<file path="config.mk">
export PLATFORM = sky130hd
export DESIGN_NAME = bsg_cover_drain_ctrl
export DESIGN_NICKNAME = d
export VERILOG_FILES = /design/src/rtl/bsg_cover_drain_ctrl.sv
export SDC_FILE = /design/constraint.sdc
export NUM_CORES = 1
export LEC_CHECK = 0
export BUFFER_PORTS_ARGS = -buffer_cell sky130_fd_sc_hd__buf_2
export CAP_MARGIN = 20
export CORE_MARGIN = 2
export CORE_UTILIZATION = 40
export DETAILED_ROUTE_END_ITERATION = 6
export PLACE_DENSITY_LB_ADDON = 0.08
export SYNTH_ARGS = -nofsm -noshare
export SYNTH_HDL_FRONTEND = slang
export SYNTH_SLANG_ARGS = --single-unit
</file>
<file path="constraint.sdc">
create_clock -name clk_i -period 1.9 [get_ports clk_i]
set_input_delay 0.285 -clock clk_i [delete_from_list [all_inputs] [get_ports clk_i]]
set_output_delay 0.285 -clock clk_i [all_outputs]
set_load 0.02 [all_outputs]
</file>
<file path="src/rtl/bsg_cover_drain_ctrl.sv">
// Drain controller for the coverage realign chains.
// Tracks each sample's realign latency, captures the vector once aligned and
// streams it out as out_width_p-bit words. Single-entry buffer: a sample that
// aligns while the buffer is still draining is dropped and counted.
module bsg_cover_drain_ctrl #(
  parameter int num_p       = 64,
  parameter int max_depth_p = 4,
  parameter int out_width_p = 32,
  parameter int cnt_width_p = 16
) (
  input  logic                   clk_i,
  input  logic                   reset_i,
  input  logic                   en_i,
  input  logic                   v_i,
  input  logic [num_p-1:0]       data_i,
  input  logic                   clr_drop_i,
  output logic                   v_o,
  output logic [out_width_p-1:0] data_o,
  output logic                   last_o,
  input  logic                   ready_i,
  output logic                   busy_o,
  output logic [cnt_width_p-1:0] drop_cnt_o
);

  localparam int words_lp     = (num_p + out_width_p - 1) / out_width_p;
  localparam int idx_width_lp = (words_lp > 1) ? $clog2(words_lp) : 1;
  localparam int buf_width_lp = words_lp * out_width_p;
  localparam logic [idx_width_lp-1:0] last_idx_lp = idx_width_lp'(words_lp - 1);

  typedef enum logic {
    IDLE,
    SEND
  } state_e;

  logic [max_depth_p-1:0]  pipe_q, pipe_d;
  state_e                  state_q, state_d;
  logic [idx_width_lp-1:0] idx_q, idx_d;
  logic [buf_width_lp-1:0] buf_q, buf_d;
  logic [out_width_p-1:0]  data_q, data_d;
  logic                    last_q, last_d;
  logic [cnt_width_p-1:0]  drop_cnt_q, drop_cnt_d;

  logic                    aligned;
  logic                    hs;
  logic                    last_word;
  logic                    drop;
  logic [buf_width_lp-1:0] padded;

  assign aligned   = pipe_q[max_depth_p-1];
  assign hs        = (state_q == SEND) & ready_i;
  assign last_word = (idx_q == last_idx_lp);

  // Valid-bit shift register mirroring the realign latency.
  always_comb begin
    pipe_d    = '0;
    pipe_d[0] = v_i & en_i;
    for (int unsigned i = 1; i < max_depth_p; i++) begin
      pipe_d[i] = pipe_q[i-1];
    end
  end

  // Capture/serialize FSM next state, including back-to-back capture on last handshake.
  always_comb begin
    padded               = '0;
    padded[num_p-1:0]    = data_i;
    state_d              = state_q;
    idx_d                = idx_q;
    buf_d                = buf_q;
    drop                 = 1'b0;
    unique case (state_q)
      IDLE: begin
        if (aligned) begin
          buf_d   = padded;
          idx_d   = '0;
          state_d = SEND;
        end
      end
      SEND: begin
        if (hs && last_word) begin
          idx_d = '0;
          if (aligned) begin
            buf_d = padded;
          end else begin
            state_d = IDLE;
          end
        end else begin
          if (hs) begin
            idx_d = idx_q + 1'b1;
          end
          if (aligned) begin
            drop = 1'b1;
          end
        end
      end
    endcase
  end

  // Registered output word selection from the next buffer/index.
  always_comb begin
    data_d = '0;
    for (int unsigned w = 0; w < words_lp; w++) begin
      if (idx_d == idx_width_lp'(w)) begin
        data_d = buf_d[w*out_width_p +: out_width_p];
      end
    end
    last_d = (state_d == SEND) && (idx_d == last_idx_lp);
  end

  // Saturating drop counter; clear wins over a same-cycle drop.
  always_comb begin
    drop_cnt_d = drop_cnt_q;
    if (clr_drop_i) begin
      drop_cnt_d = '0;
    end else if (drop && (drop_cnt_q != '1)) begin
      drop_cnt_d = drop_cnt_q + 1'b1;
    end
  end

  // State registers with synchronous reset.
  always_ff @(posedge clk_i) begin
    if (reset_i) begin
      pipe_q     <= '0;
      state_q    <= IDLE;
      idx_q      <= '0;
      buf_q      <= '0;
      data_q     <= '0;
      last_q     <= 1'b0;
      drop_cnt_q <= '0;
    end else begin
      pipe_q     <= pipe_d;
      state_q    <= state_d;
      idx_q      <= idx_d;
      buf_q      <= buf_d;
      data_q     <= data_d;
      last_q     <= last_d;
      drop_cnt_q <= drop_cnt_d;
    end
  end

  assign v_o        = (state_q == SEND);
  assign data_o     = data_q;
  assign last_o     = last_q;
  assign busy_o     = (|pipe_q) | (state_q == SEND);
  assign drop_cnt_o = drop_cnt_q;

endmodule

</file>
==> results of run 1 <==
==> synth_stat cells (all sizes together) <==
library cell and n:
or4b 1, dfxtp 119, or2b 1, nor3 4
or2 1, o311ai 1, ha 2, mux2i 36
a2bb2oi 32, a21oi 41, a31oi 1, o31ai 4
o21bai 1, clkbuf 25, or4 4, a211oi 3
and3 4, and2 1, buf 9, o21ai 35
nand4 2, and4 2, or3b 1, nor2 38
nand2 17, nand3b 1, nor2b 6, a22o 1
o41ai 1, nor4 6, inv 2, nand3 39
or3 7
==> layout make-up <==
| cell class | count | area [µm²] |
|---|---|---|
| clock buffer | 25 | 494 |
| sequential | 119 | 2390 |
| inverter | 2 | 7.51 |
| tap | 140 | 175 |
| clock inverter | 7 | 67.6 |
| fill | 1044 | 4880 |
| timing repair buffer | 146 | 846 |
| multi-input combinational | 294 | 1880 |
==> per-stage QoR <==
| step | util, % | setup TNS, ns | hold slack, ns | std cells | cell area, µm² |
|---|---|---|---|---|---|
| 2_1_floorplan | - | -0.150 | 0.399 | 448 | 4380 |
| 3_3_place_gp | 48.9 | -3.30 | 0.450 | 700 | 5250 |
| 3_5_place_dp | 48.9 | -4.28 | 0.452 | 700 | 5250 |
| 4_1_cts | 54.5 | 0 | 0.0105 | 733 | 5860 |
| 5_1_grt | 54.6 | 0 | 0.0213 | 733 | 5860 |
| 6_report | 54.6 | 0 | 0.0245 | 733 | 5860 |
==> worst max-delay path, delay by kind of cell, from the launching register on <==
kind            cells  cell delay (ns)
compound gates      1             0.15
flops               1             0.33
fa+ha+maj           1             0.15
simple gates        4             1.14
==> path summary, 6_finish.rpt <==
path | slack [ns] | endpoint | depth (start not counted)
max reg2reg | 0.06 | drop_cnt_o[14] | 6
max | 0.06 | drop_cnt_o[14] | 6
min | 0.02 | pipe_q[0] | 3
min reg2reg | 0.45 | pipe_q[3] | 1
==> registers in the layout (all words and copies together) (netlist names) <==
name	count
v_o	1
drop_cnt_o	16
buf_q	64
last_o	1
pipe_q	4
idx_q	1
data_o	32
==> timing repair <==
action / CTS / global route
gates cloned: 1 / 0
endpoints found under the hold margin: 0 / 0
resized for setup: 9 / 3
pin swaps: 0 / 1
endpoints found under the setup margin: 36 / 3
hold buffers: 0 / 0
==> cells by family (layout without fill, tap and decap cells) <==
family                     after synthesis  after routing  share of synthesized area, %
AOI/OAI and AO/OA                      120            120                          17.3
DFF                                    119            119                          54.7
buffers and inverters                   36            180                          3.25
muxes                                   36             36                          8.28
and+or+nand+nor                        135            136                          15.9
adders and majority gates                2              2                         0.575
==> power breakdown <==
| group | switching (mW) | leakage [nW] | internal [mW] |
|---|---|---|---|
| Sequential | 0.00484 | 0.962 | 2.51 |
| Combinational | 0.0996 | 1.42 | 0.0828 |
| Clock | 1.10 | 0.270 | 1.90 |
==> layer usage <==
metal  GRT usage [%]  wire length, µm  vias up
met5               0                0        -
met4            9.16              148        0
met3            4.88              544       12
met2            31.7             5320       85
met1            26.2             5180     1791
li1                -                -     1888
==> metrics.txt, run 1 <==
# TYPE chip_impl_metric gauge
chip_impl_info{name="synth_area_leaders",value="sky130_fd_sc_hd__dfxtp_1 (55%), sky130_fd_sc_hd__mux2i_1 (8.3%), sky130_fd_sc_hd__a2bb2oi_1 (6.4%), sky130_fd_sc_hd__a21oi_1 (4.7%), sky130_fd_sc_hd__nand3_1 (4.5%)"} 1
chip_impl_metric{name="core_area",unit="µm²"} 10700
chip_impl_metric{name="die_y",unit="µm"} 108
chip_impl_metric{name="num_antenna_cells",unit=""} 0
chip_impl_metric{name="final.setup.worst_slack",unit="ns"} 0.0642
chip_impl_metric{name="final_period_minus_worst_setup_slack",unit="ns"} 1.84
chip_impl_metric{name="clkTransAtPathRegs",unit="ns"} 0.06
chip_impl_metric{name="detail_route.iter0.violations",unit=""} 183
chip_impl_metric{name="initial_antenna_violation_count",unit=""} 0
chip_impl_info{name="rr_startpoint",value="v_o"} 1
chip_impl_info{name="cts_root_buf",value="sky130_fd_sc_hd__clkbuf_8"} 1
chip_impl_info{name="critical-path-slowest-cell",value="sky130_fd_sc_hd__or4b_1"} 1
chip_impl_metric{name="skew",unit="ns"} 0.00866
chip_impl_metric{name="preCtsSetupSlack",unit="ns"} -0.161
chip_impl_metric{name="worst_ep_required_time",unit="ns"} 2.35
chip_impl_metric{name="via_count_of_the_first_global_routing_pass",unit=""} 3689
chip_impl_metric{name="global_route.usage.total",unit="%"} 20.1
chip_impl_metric{name="share_of_synthesized_area_occupied_by_flip_flops_and_latches",unit="%"} 54.7
chip_impl_metric{name="p_r_area_growth_vs_syn",unit="%"} 34.7
chip_impl_metric{name="detailroute.via_count",unit=""} 3776
chip_impl_metric{name="gp_congestion",unit=""} 0.823
chip_impl_metric{name="power.density_cell_area",unit="nW/µm²"} 972
chip_impl_metric{name="cpPeakStageDelay",unit="ns"} 0.51
chip_impl_metric{name="boundaryPins",unit=""} 121
chip_impl_info{name="class_of_the_worst_hold_path",value="in -> reg"} 1
chip_impl_metric{name="cts_sinks",unit=""} 119
chip_impl_metric{name="final_net_count",unit=""} 652
chip_impl_metric{name="dp.final_hpwl",unit="µm"} 7290
chip_impl_info{name="critical_path.startpoint",value="v_o"} 1
chip_impl_metric{name="ctsLongestPathBuffers",unit=""} 2
chip_impl_info{name="cts_tree",value="done"} 1
chip_impl_metric{name="chipWidth",unit="µm"} 108
chip_impl_metric{name="tightestPinTransition",unit="ns"} 0.555
chip_impl_metric{name="postSynthCellCount",unit=""} 448
chip_impl_metric{name="ir_drop",unit="mV"} 0.622
chip_impl_info{name="status",value="finished, final reports clean"} 1
chip_impl_metric{name="critPathMaxFanout",unit=""} 4
chip_impl_metric{name="totalPowerFinal",unit="mW"} 5.70
chip_impl_metric{name="worst_slew_margin_rel",unit="%"} 62.9
chip_impl_metric{name="drv_cap",unit=""} 0
chip_impl_metric{name="synthDistinctLibCells",unit=""} 35
chip_impl_metric{name="final-max-slew-violation-count",unit=""} 0
chip_impl_info{name="critical_path.endpoint_type",value="flop"} 1
chip_impl_metric{name="max_freq",unit="MHz"} 545
chip_impl_metric{name="synth-seq-cells",unit=""} 119
chip_impl_info{name="post-synth-top-area-cell",value="sky130_fd_sc_hd__dfxtp_1"} 1
chip_impl_metric{name="detail_route.wl_per_cell",unit="µm"} 15.3
chip_impl_metric{name="final_min_period_over_clock_period",unit="%"} 96.6
chip_impl_metric{name="synth.avg_cell_area",unit="µm²"} 9.72
chip_impl_metric{name="netlist.area_leader.share",unit="%"} 54.7
chip_impl_metric{name="htree_num_levels",unit=""} 4
chip_impl_metric{name="synth_area",unit="µm²"} 4350
chip_impl_info{name="cp_cell_sequence",value="and2_4, ha_4, nand3b_4, or3_1, or4b_1, a21oi_1"} 1
chip_impl_metric{name="clock_latency",unit="ns"} 0.51
chip_impl_metric{name="floorplan.rows",unit=""} 38
chip_impl_metric{name="power.static_leakage",unit="nW"} 2.65
chip_impl_metric{name="grt_start_max_net_pins",unit=""} 37
chip_impl_info{name="path_class",value="reg -> reg"} 1
chip_impl_metric{name="place.port_buffers",unit=""} 120
chip_impl_metric{name="drive_gt1_share",unit="%"} 32.4
chip_impl_metric{name="remaining_drc_errors",unit=""} 0
chip_impl_metric{name="number_of_clock_buffers_inserted_by_tritoncts",unit=""} 17
chip_impl_metric{name="drt_first_pass_iters",unit=""} 4
chip_impl_metric{name="yosysWarningCount",unit=""} 0
chip_impl_metric{name="grt_overflow_total",unit=""} 0
chip_impl_info{name="worstSetupStartpointType",value="flop"} 1
chip_impl_info{name="leading_cell_type_in_the_layout_fill_and_taps_excluded",value="sky130_fd_sc_hd__buf_2"} 1
chip_impl_metric{name="die-area",unit="µm²"} 11700
chip_impl_metric{name="setup_viol",unit=""} 0
chip_impl_metric{name="postCtsSetupBuffers",unit=""} 0
chip_impl_info{name="most-common-layout-cells",value="sky130_fd_sc_hd__buf_2 (120), sky130_fd_sc_hd__dfxtp_1 (115), sky130_fd_sc_hd__a21oi_1 (40)"} 1
chip_impl_metric{name="finalWirelength",unit="µm"} 11200
chip_impl_info{name="hold_path.startpoint",value="v_i"} 1
chip_impl_metric{name="first_pass_grt_wire_length",unit="µm"} 18100
chip_impl_metric{name="initial_core_utilization",unit="%"} 40.5
chip_impl_metric{name="postSynthNetCount",unit=""} 520
chip_impl_metric{name="antenna_violating_nets_post_route",unit=""} 0
chip_impl_metric{name="vias_per_cell",unit=""} 5.15
chip_impl_info{name="setup_repair_after_global_routing_missed_its_margin",value="no"} 1
chip_impl_metric{name="critical_path_arrival",unit="ns"} 2.28
chip_impl_metric{name="finalHoldViolations",unit=""} 0
(Power assumes the default switching activity.)
==> inputs of run 2 (changes only) <==
--- a/config.mk
+++ b/config.mk
@@ -9,8 +9,10 @@
 export CAP_MARGIN = 20
 export CORE_MARGIN = 2
 export CORE_UTILIZATION = 40
+export CTS_BUF_LIST = sky130_fd_sc_hd__clkbuf_16
 export DETAILED_ROUTE_END_ITERATION = 6
 export PLACE_DENSITY_LB_ADDON = 0.08
+export SKIP_LAST_GASP = 1
 export SYNTH_ARGS = -nofsm -noshare
 export SYNTH_HDL_FRONTEND = slang
 export SYNTH_SLANG_ARGS = --single-unit
==> metrics.txt, run 2 (synthesis gave the netlist of run 1 again) <==
# TYPE chip_impl_metric gauge
chip_impl_metric{name="detail_route.wl_per_cell",unit="µm"} 15.4
chip_impl_metric{name="gp_congestion",unit=""} 0.823
chip_impl_metric{name="num-fill-cells",unit=""} 1051
chip_impl_metric{name="htree_num_levels",unit=""} 4
chip_impl_metric{name="clkTransAtPathRegs",unit="ns"} 0.05
chip_impl_info{name="path_class",value="reg -> reg"} 1
chip_impl_metric{name="antenna_violating_nets_post_route",unit=""} 0
chip_impl_metric{name="cell_area_reported_after_detailed_placement",unit="µm²"} 5250
chip_impl_metric{name="grt_start_max_net_pins",unit=""} 37
chip_impl_metric{name="fin_area",unit="µm²"} 5810
chip_impl_metric{name="dp.final_hpwl",unit="µm"} 7290
chip_impl_metric{name="finalWirelength",unit="µm"} 11300
chip_impl_metric{name="ctsLongestPathBuffers",unit=""} 2
chip_impl_metric{name="finalHoldWorstSlack",unit="ns"} 0.131
chip_impl_metric{name="num_antenna_cells",unit=""} 0
chip_impl_metric{name="hold_depth",unit=""} 3
chip_impl_metric{name="first_pass_grt_wire_length",unit="µm"} 18100
chip_impl_info{name="leading_cell_type_in_the_layout_fill_and_taps_excluded",value="sky130_fd_sc_hd__buf_2"} 1
chip_impl_info{name="setup_repair_after_global_routing_missed_its_margin",value="no"} 1
chip_impl_info{name="worstSetupStartpointType",value="flop"} 1
chip_impl_info{name="largest_register",value="buf_q"} 1
chip_impl_metric{name="skew",unit="ns"} 0.00728
chip_impl_metric{name="initial_core_utilization",unit="%"} 40.5
chip_impl_metric{name="via_count_of_the_first_global_routing_pass",unit=""} 3677
chip_impl_metric{name="detailroute.via_count",unit=""} 3767
chip_impl_info{name="class_of_the_worst_hold_path",value="in -> reg"} 1
chip_impl_metric{name="finalHoldViolations",unit=""} 0
chip_impl_metric{name="place.port_buffers",unit=""} 120
chip_impl_metric{name="floorplan.rows",unit=""} 38
chip_impl_metric{name="boundaryPins",unit=""} 121
chip_impl_metric{name="tightestPinTransition",unit="ns"} 0.560
chip_impl_metric{name="remaining_drc_errors",unit=""} 0
chip_impl_metric{name="chipWidth",unit="µm"} 108
chip_impl_metric{name="critPathMaxFanout",unit=""} 4
chip_impl_metric{name="ir_drop",unit="mV"} 0.624
chip_impl_metric{name="drt_first_pass_iters",unit=""} 4
chip_impl_metric{name="power.density_cell_area",unit="nW/µm²"} 953
chip_impl_info{name="cts_tree",value="done"} 1
chip_impl_metric{name="setup_viol",unit=""} 0
chip_impl_metric{name="cts_sinks",unit=""} 119
chip_impl_metric{name="core_area",unit="µm²"} 10700
chip_impl_info{name="most-common-layout-cells",value="sky130_fd_sc_hd__buf_2 (120), sky130_fd_sc_hd__dfxtp_1 (115), sky130_fd_sc_hd__a21oi_1 (40)"} 1
chip_impl_metric{name="final_net_count",unit=""} 652
chip_impl_metric{name="clock_latency",unit="ns"} 0.41
chip_impl_metric{name="die_y",unit="µm"} 108
chip_impl_metric{name="final_period_minus_worst_setup_slack",unit="ns"} 1.83
chip_impl_metric{name="fin_tns_setup",unit="ns"} 0
chip_impl_metric{name="worst_slew_margin_rel",unit="%"} 62.6
chip_impl_metric{name="totalPowerFinal",unit="mW"} 5.54
chip_impl_metric{name="vias_per_cell",unit=""} 5.14
chip_impl_info{name="cts_root_buf",value="sky130_fd_sc_hd__clkbuf_16"} 1
chip_impl_metric{name="critical_path_arrival",unit="ns"} 2.17
chip_impl_metric{name="power.static_leakage",unit="nW"} 2.63
chip_impl_metric{name="detail_route.iter0.violations",unit=""} 174
chip_impl_metric{name="postCtsSetupBuffers",unit=""} 0
chip_impl_metric{name="largest_register_ffs",unit=""} 64
chip_impl_metric{name="global_route.usage.total",unit="%"} 20.2
chip_impl_metric{name="cts_hold_buffers",unit=""} 0
chip_impl_info{name="critical_path.endpoint_type",value="flop"} 1
chip_impl_metric{name="final-max-slew-violation-count",unit=""} 0
chip_impl_metric{name="p_r_area_growth_vs_syn",unit="%"} 33.5
chip_impl_metric{name="finish.utilization",unit="%"} 54.1
chip_impl_metric{name="drv_cap",unit=""} 0
chip_impl_metric{name="max_freq",unit="MHz"} 546
chip_impl_metric{name="number_of_clock_buffers_inserted_by_tritoncts",unit=""} 17
chip_impl_metric{name="die-area",unit="µm²"} 11700
chip_impl_metric{name="initial_antenna_violation_count",unit=""} 0
chip_impl_info{name="status",value="finished, final reports clean"} 1
chip_impl_metric{name="drive_gt1_share",unit="%"} 31.4
chip_impl_metric{name="final_min_period_over_clock_period",unit="%"} 96.5
chip_impl_metric{name="worst_ep_required_time",unit="ns"} 2.24
chip_impl_metric{name="worst_r2r_path_depth",unit=""} 6
chip_impl_metric{name="grt_overflow_total",unit=""} 0
==> run 2: where the power goes <==
group	total, mW	leakage [nW]	switching (mW)	internal (mW)
Clock	2.84	0.260	1.09	1.74
Sequential	2.52	0.962	0.00483	2.51
Combinational	0.182	1.41	0.100	0.0822
Total	5.54	2.63	1.20	4.34
==> run 2: through the flow <==
stage	instances	setup slack, ns
finish	733	0.0670
global route	733	0.00428
CTS	733	0.0114
detailed placement	700	-0.161
global placement	700	-0.129
floorplan	448	-0.0376
==> run 2: timing repair <==
action,4_1_cts,5_1_grt
pin swaps,0,1
gates cloned,1,0
resized for setup,3,4
endpoints found under the setup margin,38,3
==> run 2: per-layer routing <==
metal	track usage [%]	part of all wire [%]	vias to the layer above	wire [µm]
met2	31.4	48	78	5380
met3	5.24	4.8	13	545
met5	0	0	-	0
met4	9.43	1.5	0	172
li1	-	-	1885	-
met1	26.1	46	1791	5170
==> run 2: worst max-delay path: stages (launching register included) <==
cell	delay, ns
sky130_fd_sc_hd__dfxtp_4	0.33
sky130_fd_sc_hd__and2_4	0.13
sky130_fd_sc_hd__ha_4	0.15
sky130_fd_sc_hd__nand3b_4	0.16
sky130_fd_sc_hd__or3_1	0.34
sky130_fd_sc_hd__or4b_1	0.51
sky130_fd_sc_hd__a21oi_1	0.15
==> run 2: final timing paths <==
| kind | to | from | slack (ns) |
|---|---|---|---|
| max | drop_cnt_o[14] | v_o | 0.07 |
| min | pipe_q[0] | v_i | 0.13 |
| max reg2reg | drop_cnt_o[14] | v_o | 0.07 |
| min reg2reg | pipe_q[3] | pipe_q[2] | 0.46 |
==> run 2: area by class of cell <==
cell class | instances | area, µm² | area share [%]
clock inverters | 15 | 97.6 | 1.68
repair buffers | 146 | 833 | 14.3
well taps | 140 | 175 | 3.01
flip-flops and latches | 119 | 2390 | 41.1
inverters | 2 | 7.51 | 0.129
multi-input cells | 294 | 1880 | 32.4
clock buffers | 17 | 425 | 7.32
==> inputs of run 3 (changes only) <==
--- a/config.mk
+++ b/config.mk
@@ -5,6 +5,7 @@
 export SDC_FILE = /design/constraint.sdc
 export NUM_CORES = 1
 export LEC_CHECK = 0
+export ABC_AREA = 1
 export BUFFER_PORTS_ARGS = -buffer_cell sky130_fd_sc_hd__buf_2
 export CAP_MARGIN = 20
 export CORE_MARGIN = 2
==> metrics.txt, run 3 <==
# TYPE chip_impl_metric gauge
chip_impl_metric{name="grt_start_max_net_pins",unit=""} 70
chip_impl_info{name="leading_cell_type_in_the_layout_fill_and_taps_excluded",value="sky130_fd_sc_hd__nand2_1"} 1
chip_impl_metric{name="cts_sinks",unit=""} 119
chip_impl_metric{name="chipWidth",unit="µm"} 112
chip_impl_info{name="critical-path-slowest-cell",value="sky130_fd_sc_hd__dfxtp_1"} 1
chip_impl_metric{name="finish.utilization",unit="%"} 52.6
chip_impl_info{name="cp_cell_sequence",value="nand2_1, inv_1, ha_1, inv_1, nand2_2, nand2_4, buf_4, nand2_1, o21ai_0, nor2_1, o21ai_0, inv_1"} 1
chip_impl_metric{name="yosysWarningCount",unit=""} 0
chip_impl_metric{name="tightestPinTransition",unit="ns"} 0.367
chip_impl_info{name="synthFlopType",value="sky130_fd_sc_hd__dfxtp_1"} 1
chip_impl_metric{name="worst_r2r_path_depth",unit=""} 12
chip_impl_metric{name="vias_per_cell",unit=""} 4.57
chip_impl_metric{name="skew",unit="ns"} 0.00606
chip_impl_metric{name="use_met3",unit="%"} 5.93
chip_impl_metric{name="die-area",unit="µm²"} 12500
chip_impl_metric{name="htree_num_levels",unit=""} 4
chip_impl_metric{name="ir_drop",unit="mV"} 0.603
chip_impl_metric{name="via_count_of_the_first_global_routing_pass",unit=""} 4038
chip_impl_metric{name="final-seq-area",unit="µm²"} 2380
chip_impl_metric{name="synth-seq-cells",unit=""} 119
chip_impl_metric{name="share_of_synthesized_area_occupied_by_flip_flops_and_latches",unit="%"} 51.4
chip_impl_metric{name="number_of_clock_buffers_inserted_by_tritoncts",unit=""} 17
chip_impl_metric{name="cpPeakStageDelay",unit="ns"} 0.31
chip_impl_metric{name="final.setup.worst_slack",unit="ns"} 0.255
chip_impl_metric{name="max_freq",unit="MHz"} 608
chip_impl_info{name="critical_path.endpoint_type",value="flop"} 1
chip_impl_info{name="setup_repair_after_global_routing_missed_its_margin",value="no"} 1
chip_impl_metric{name="grt.met1_usage",unit="%"} 23.0
chip_impl_metric{name="synth_area",unit="µm²"} 4630
chip_impl_metric{name="remaining_drc_errors",unit=""} 0
chip_impl_metric{name="synth-edff-count",unit=""} 0
chip_impl_metric{name="drive_gt1_share",unit="%"} 21.2
chip_impl_metric{name="global_route.usage.total",unit="%"} 18.5
chip_impl_metric{name="minimum_setup_slack_among_reg_to_reg_paths",unit="ns"} 0.26
chip_impl_metric{name="grt_overflow_total",unit=""} 0
chip_impl_metric{name="finalHoldWorstSlack",unit="ns"} 0.0948
chip_impl_info{name="synth_area_leaders",value="sky130_fd_sc_hd__dfxtp_1 (51%), sky130_fd_sc_hd__nand2_1 (12%), sky130_fd_sc_hd__inv_1 (7.3%), sky130_fd_sc_hd__nor2_1 (7.0%), sky130_fd_sc_hd__nand3_1 (4.9%)"} 1
chip_impl_metric{name="finalHoldViolations",unit=""} 0
chip_impl_metric{name="die_y",unit="µm"} 112
chip_impl_metric{name="antenna_violating_nets_post_route",unit=""} 0
chip_impl_metric{name="initial_core_utilization",unit="%"} 40.8
chip_impl_metric{name="post_cts_resize_count",unit=""} 0
chip_impl_metric{name="critical_path_arrival",unit="ns"} 1.94
chip_impl_info{name="path_class",value="reg -> reg"} 1
chip_impl_info{name="timing.critical_path.max_delay_family",value="buffers and inverters"} 1
chip_impl_metric{name="multi_input_area",unit="µm²"} 1770
chip_impl_metric{name="core_area",unit="µm²"} 11400
chip_impl_metric{name="drt_first_pass_iters",unit=""} 4
chip_impl_metric{name="num-fill-cells",unit=""} 1151
chip_impl_metric{name="boundaryPins",unit=""} 121
chip_impl_info{name="largest_register",value="buf_q"} 1
chip_impl_metric{name="postSynthNetCount",unit=""} 714
chip_impl_metric{name="clock_latency",unit="ns"} 0.41
chip_impl_metric{name="detailroute.via_count",unit=""} 4214
chip_impl_metric{name="clkTransAtPathRegs",unit="ns"} 0.05
chip_impl_info{name="class_of_the_worst_hold_path",value="in -> reg"} 1
chip_impl_info{name="rr_startpoint",value="v_o"} 1
chip_impl_metric{name="initial_antenna_violation_count",unit=""} 1
chip_impl_metric{name="floorplan.rows",unit=""} 39
chip_impl_metric{name="netlist.area_leader.share",unit="%"} 51.4
chip_impl_metric{name="critPathMaxFanout",unit=""} 20
chip_impl_metric{name="final-max-slew-violation-count",unit=""} 0
chip_impl_metric{name="async_flop_share",unit="%"} 0
chip_impl_metric{name="dp.final_hpwl",unit="µm"} 7310
chip_impl_metric{name="largest_register_ffs",unit=""} 64
chip_impl_info{name="cts_root_buf",value="sky130_fd_sc_hd__clkbuf_16"} 1
chip_impl_metric{name="worst-path-stages",unit=""} 12
chip_impl_metric{name="final_min_period_over_clock_period",unit="%"} 86.6
chip_impl_metric{name="detail_route.iter0.violations",unit=""} 245
chip_impl_metric{name="grtUsageMet2",unit="%"} 29.6
chip_impl_metric{name="postSynthCellCount",unit=""} 642
chip_impl_info{name="most-common-layout-cells",value="sky130_fd_sc_hd__nand2_1 (145), sky130_fd_sc_hd__buf_2 (120), sky130_fd_sc_hd__dfxtp_1 (119)"} 1
chip_impl_metric{name="postCtsSetupBuffers",unit=""} 0
chip_impl_info{name="gr-max-usage-layer",value="met2"} 1
chip_impl_metric{name="p_r_area_growth_vs_syn",unit="%"} 29.2
chip_impl_info{name="worst_r2r_endpoint",value="data_o[4]"} 1
chip_impl_info{name="post-synth-top-area-cell",value="sky130_fd_sc_hd__dfxtp_1"} 1
chip_impl_metric{name="totalPowerFinal",unit="mW"} 5.79
chip_impl_info{name="critical_path.startpoint",value="v_o"} 1
chip_impl_metric{name="setup_viol",unit=""} 0
chip_impl_info{name="status",value="finished, final reports clean"} 1
chip_impl_metric{name="power.density_cell_area",unit="nW/µm²"} 968
chip_impl_metric{name="preCtsSetupSlack",unit="ns"} 0.101
chip_impl_metric{name="synth.avg_cell_area",unit="µm²"} 7.22
chip_impl_metric{name="cp_num_buf_inv",unit=""} 4
chip_impl_metric{name="num_antenna_cells",unit=""} 0
chip_impl_metric{name="finalWirelength",unit="µm"} 10900
chip_impl_info{name="worst_setup_path_endpoint",value="data_o[4]"} 1
chip_impl_metric{name="detail_route.wl_per_cell",unit="µm"} 11.9
chip_impl_metric{name="worst_slew_margin_rel",unit="%"} 75.5
chip_impl_metric{name="first_pass_grt_wire_length",unit="µm"} 18500
chip_impl_info{name="cts_tree",value="done"} 1
chip_impl_metric{name="gp_congestion",unit=""} 0.811
chip_impl_info{name="yosysMostFrequentCell",value="sky130_fd_sc_hd__nand2_1"} 1
chip_impl_metric{name="final_net_count",unit=""} 838
chip_impl_info{name="worstSetupStartpointType",value="flop"} 1
chip_impl_metric{name="cts_hold_buffers",unit=""} 0
chip_impl_metric{name="fin_tns_setup",unit="ns"} 0
chip_impl_metric{name="power.static_leakage",unit="nW"} 2.95
chip_impl_metric{name="final_period_minus_worst_setup_slack",unit="ns"} 1.64
chip_impl_metric{name="drv_cap",unit=""} 0
chip_impl_metric{name="synthDistinctLibCells",unit=""} 22
chip_impl_metric{name="ctsLongestPathBuffers",unit=""} 2
chip_impl_info{name="netlist_top_cells_count",value="sky130_fd_sc_hd__nand2_1 (145), sky130_fd_sc_hd__dfxtp_1 (119), sky130_fd_sc_hd__inv_1 (90)"} 1
chip_impl_metric{name="worst_ep_required_time",unit="ns"} 2.19
chip_impl_info{name="path_common_cell",value="sky130_fd_sc_hd__inv_1"} 1
chip_impl_metric{name="place.port_buffers",unit=""} 120
==> run 3: changes by cell type in the layout (fill, tap and decap cells not counted), moves of 5 or more <==
cell,change
sky130_fd_sc_hd__nand2_1,+129
sky130_fd_sc_hd__nor4_1,-5
sky130_fd_sc_hd__o21ai_0,+7
sky130_fd_sc_hd__nand3_1,+6
sky130_fd_sc_hd__nand4_1,+5
sky130_fd_sc_hd__nor2_1,+48
sky130_fd_sc_hd__a2bb2oi_1,-32
sky130_fd_sc_hd__o21ai_1,+25
sky130_fd_sc_hd__inv_1,+86
sky130_fd_sc_hd__mux2i_1,-36
sky130_fd_sc_hd__buf_4,-12
sky130_fd_sc_hd__or3_1,-7
==> run 3: area by class of cell <==
class                      instances  area share [%]
clock inverter                    15            2.38
tap                              143            2.99
multi-input combinational        403            29.6
timing repair buffer             134            12.4
clock buffer                      17            7.11
inverter                          91            5.75
sequential                       119            39.8
==> run 3: how the worst min path moves through the flow <==
| stage | start | end | cells past startpoint |
|---|---|---|---|
| after global placement | pipe_q[2] | pipe_q[3] | 2 |
| after CTS | en_i | pipe_q[0] | 3 |
| final | en_i | pipe_q[0] | 3 |
| after global routing | en_i | pipe_q[0] | 3 |
| after detailed placement | pipe_q[1] | pipe_q[2] | 2 |
| after floorplan | en_i | pipe_q[0] | 2 |
==> run 3: through the flow <==
stage	cells	area (µm²)
5_1_grt	922	5990
3_3_place_gp	889	5410
6_report	922	5990
3_5_place_dp	889	5410
2_1_floorplan	642	4630
4_1_cts	921	5980
==> run 3: cell families after synthesis <==
kind of cell	share of synthesized area (%)
AO/OA/AOI/OAI	12.0
buffers and inverters	10.5
AND/OR/NAND/NOR	25.5
flip-flops	51.4
adder cells (fa/ha/maj)	0.540
==> run 3: per-layer routing <==
metal / vias to the layer above / share of wire [%]
met5: - / 0.10
met4: 2 / 1.8
met3: 17 / 5.8
met2: 102 / 45
met1: 1833 / 47
li1: 2260 / -
==> run 3: report_power, final <==
group | total [mW] | switching [mW] | internal (mW)
Clock | 3.07 | 1.06 | 2.01
Sequential | 2.53 | 0.00656 | 2.52
Combinational | 0.195 | 0.109 | 0.0858
==> run 3: worst register-to-register path, delay by kind of cell (launching register included) <==
family / cells / cell delay (ns)
adders and majority gates: 1 / 0.17
buffers and inverters: 4 / 0.43
AOI/OAI and AO/OA: 2 / 0.23
DFF: 1 / 0.31
and+or+nand+nor: 5 / 0.40
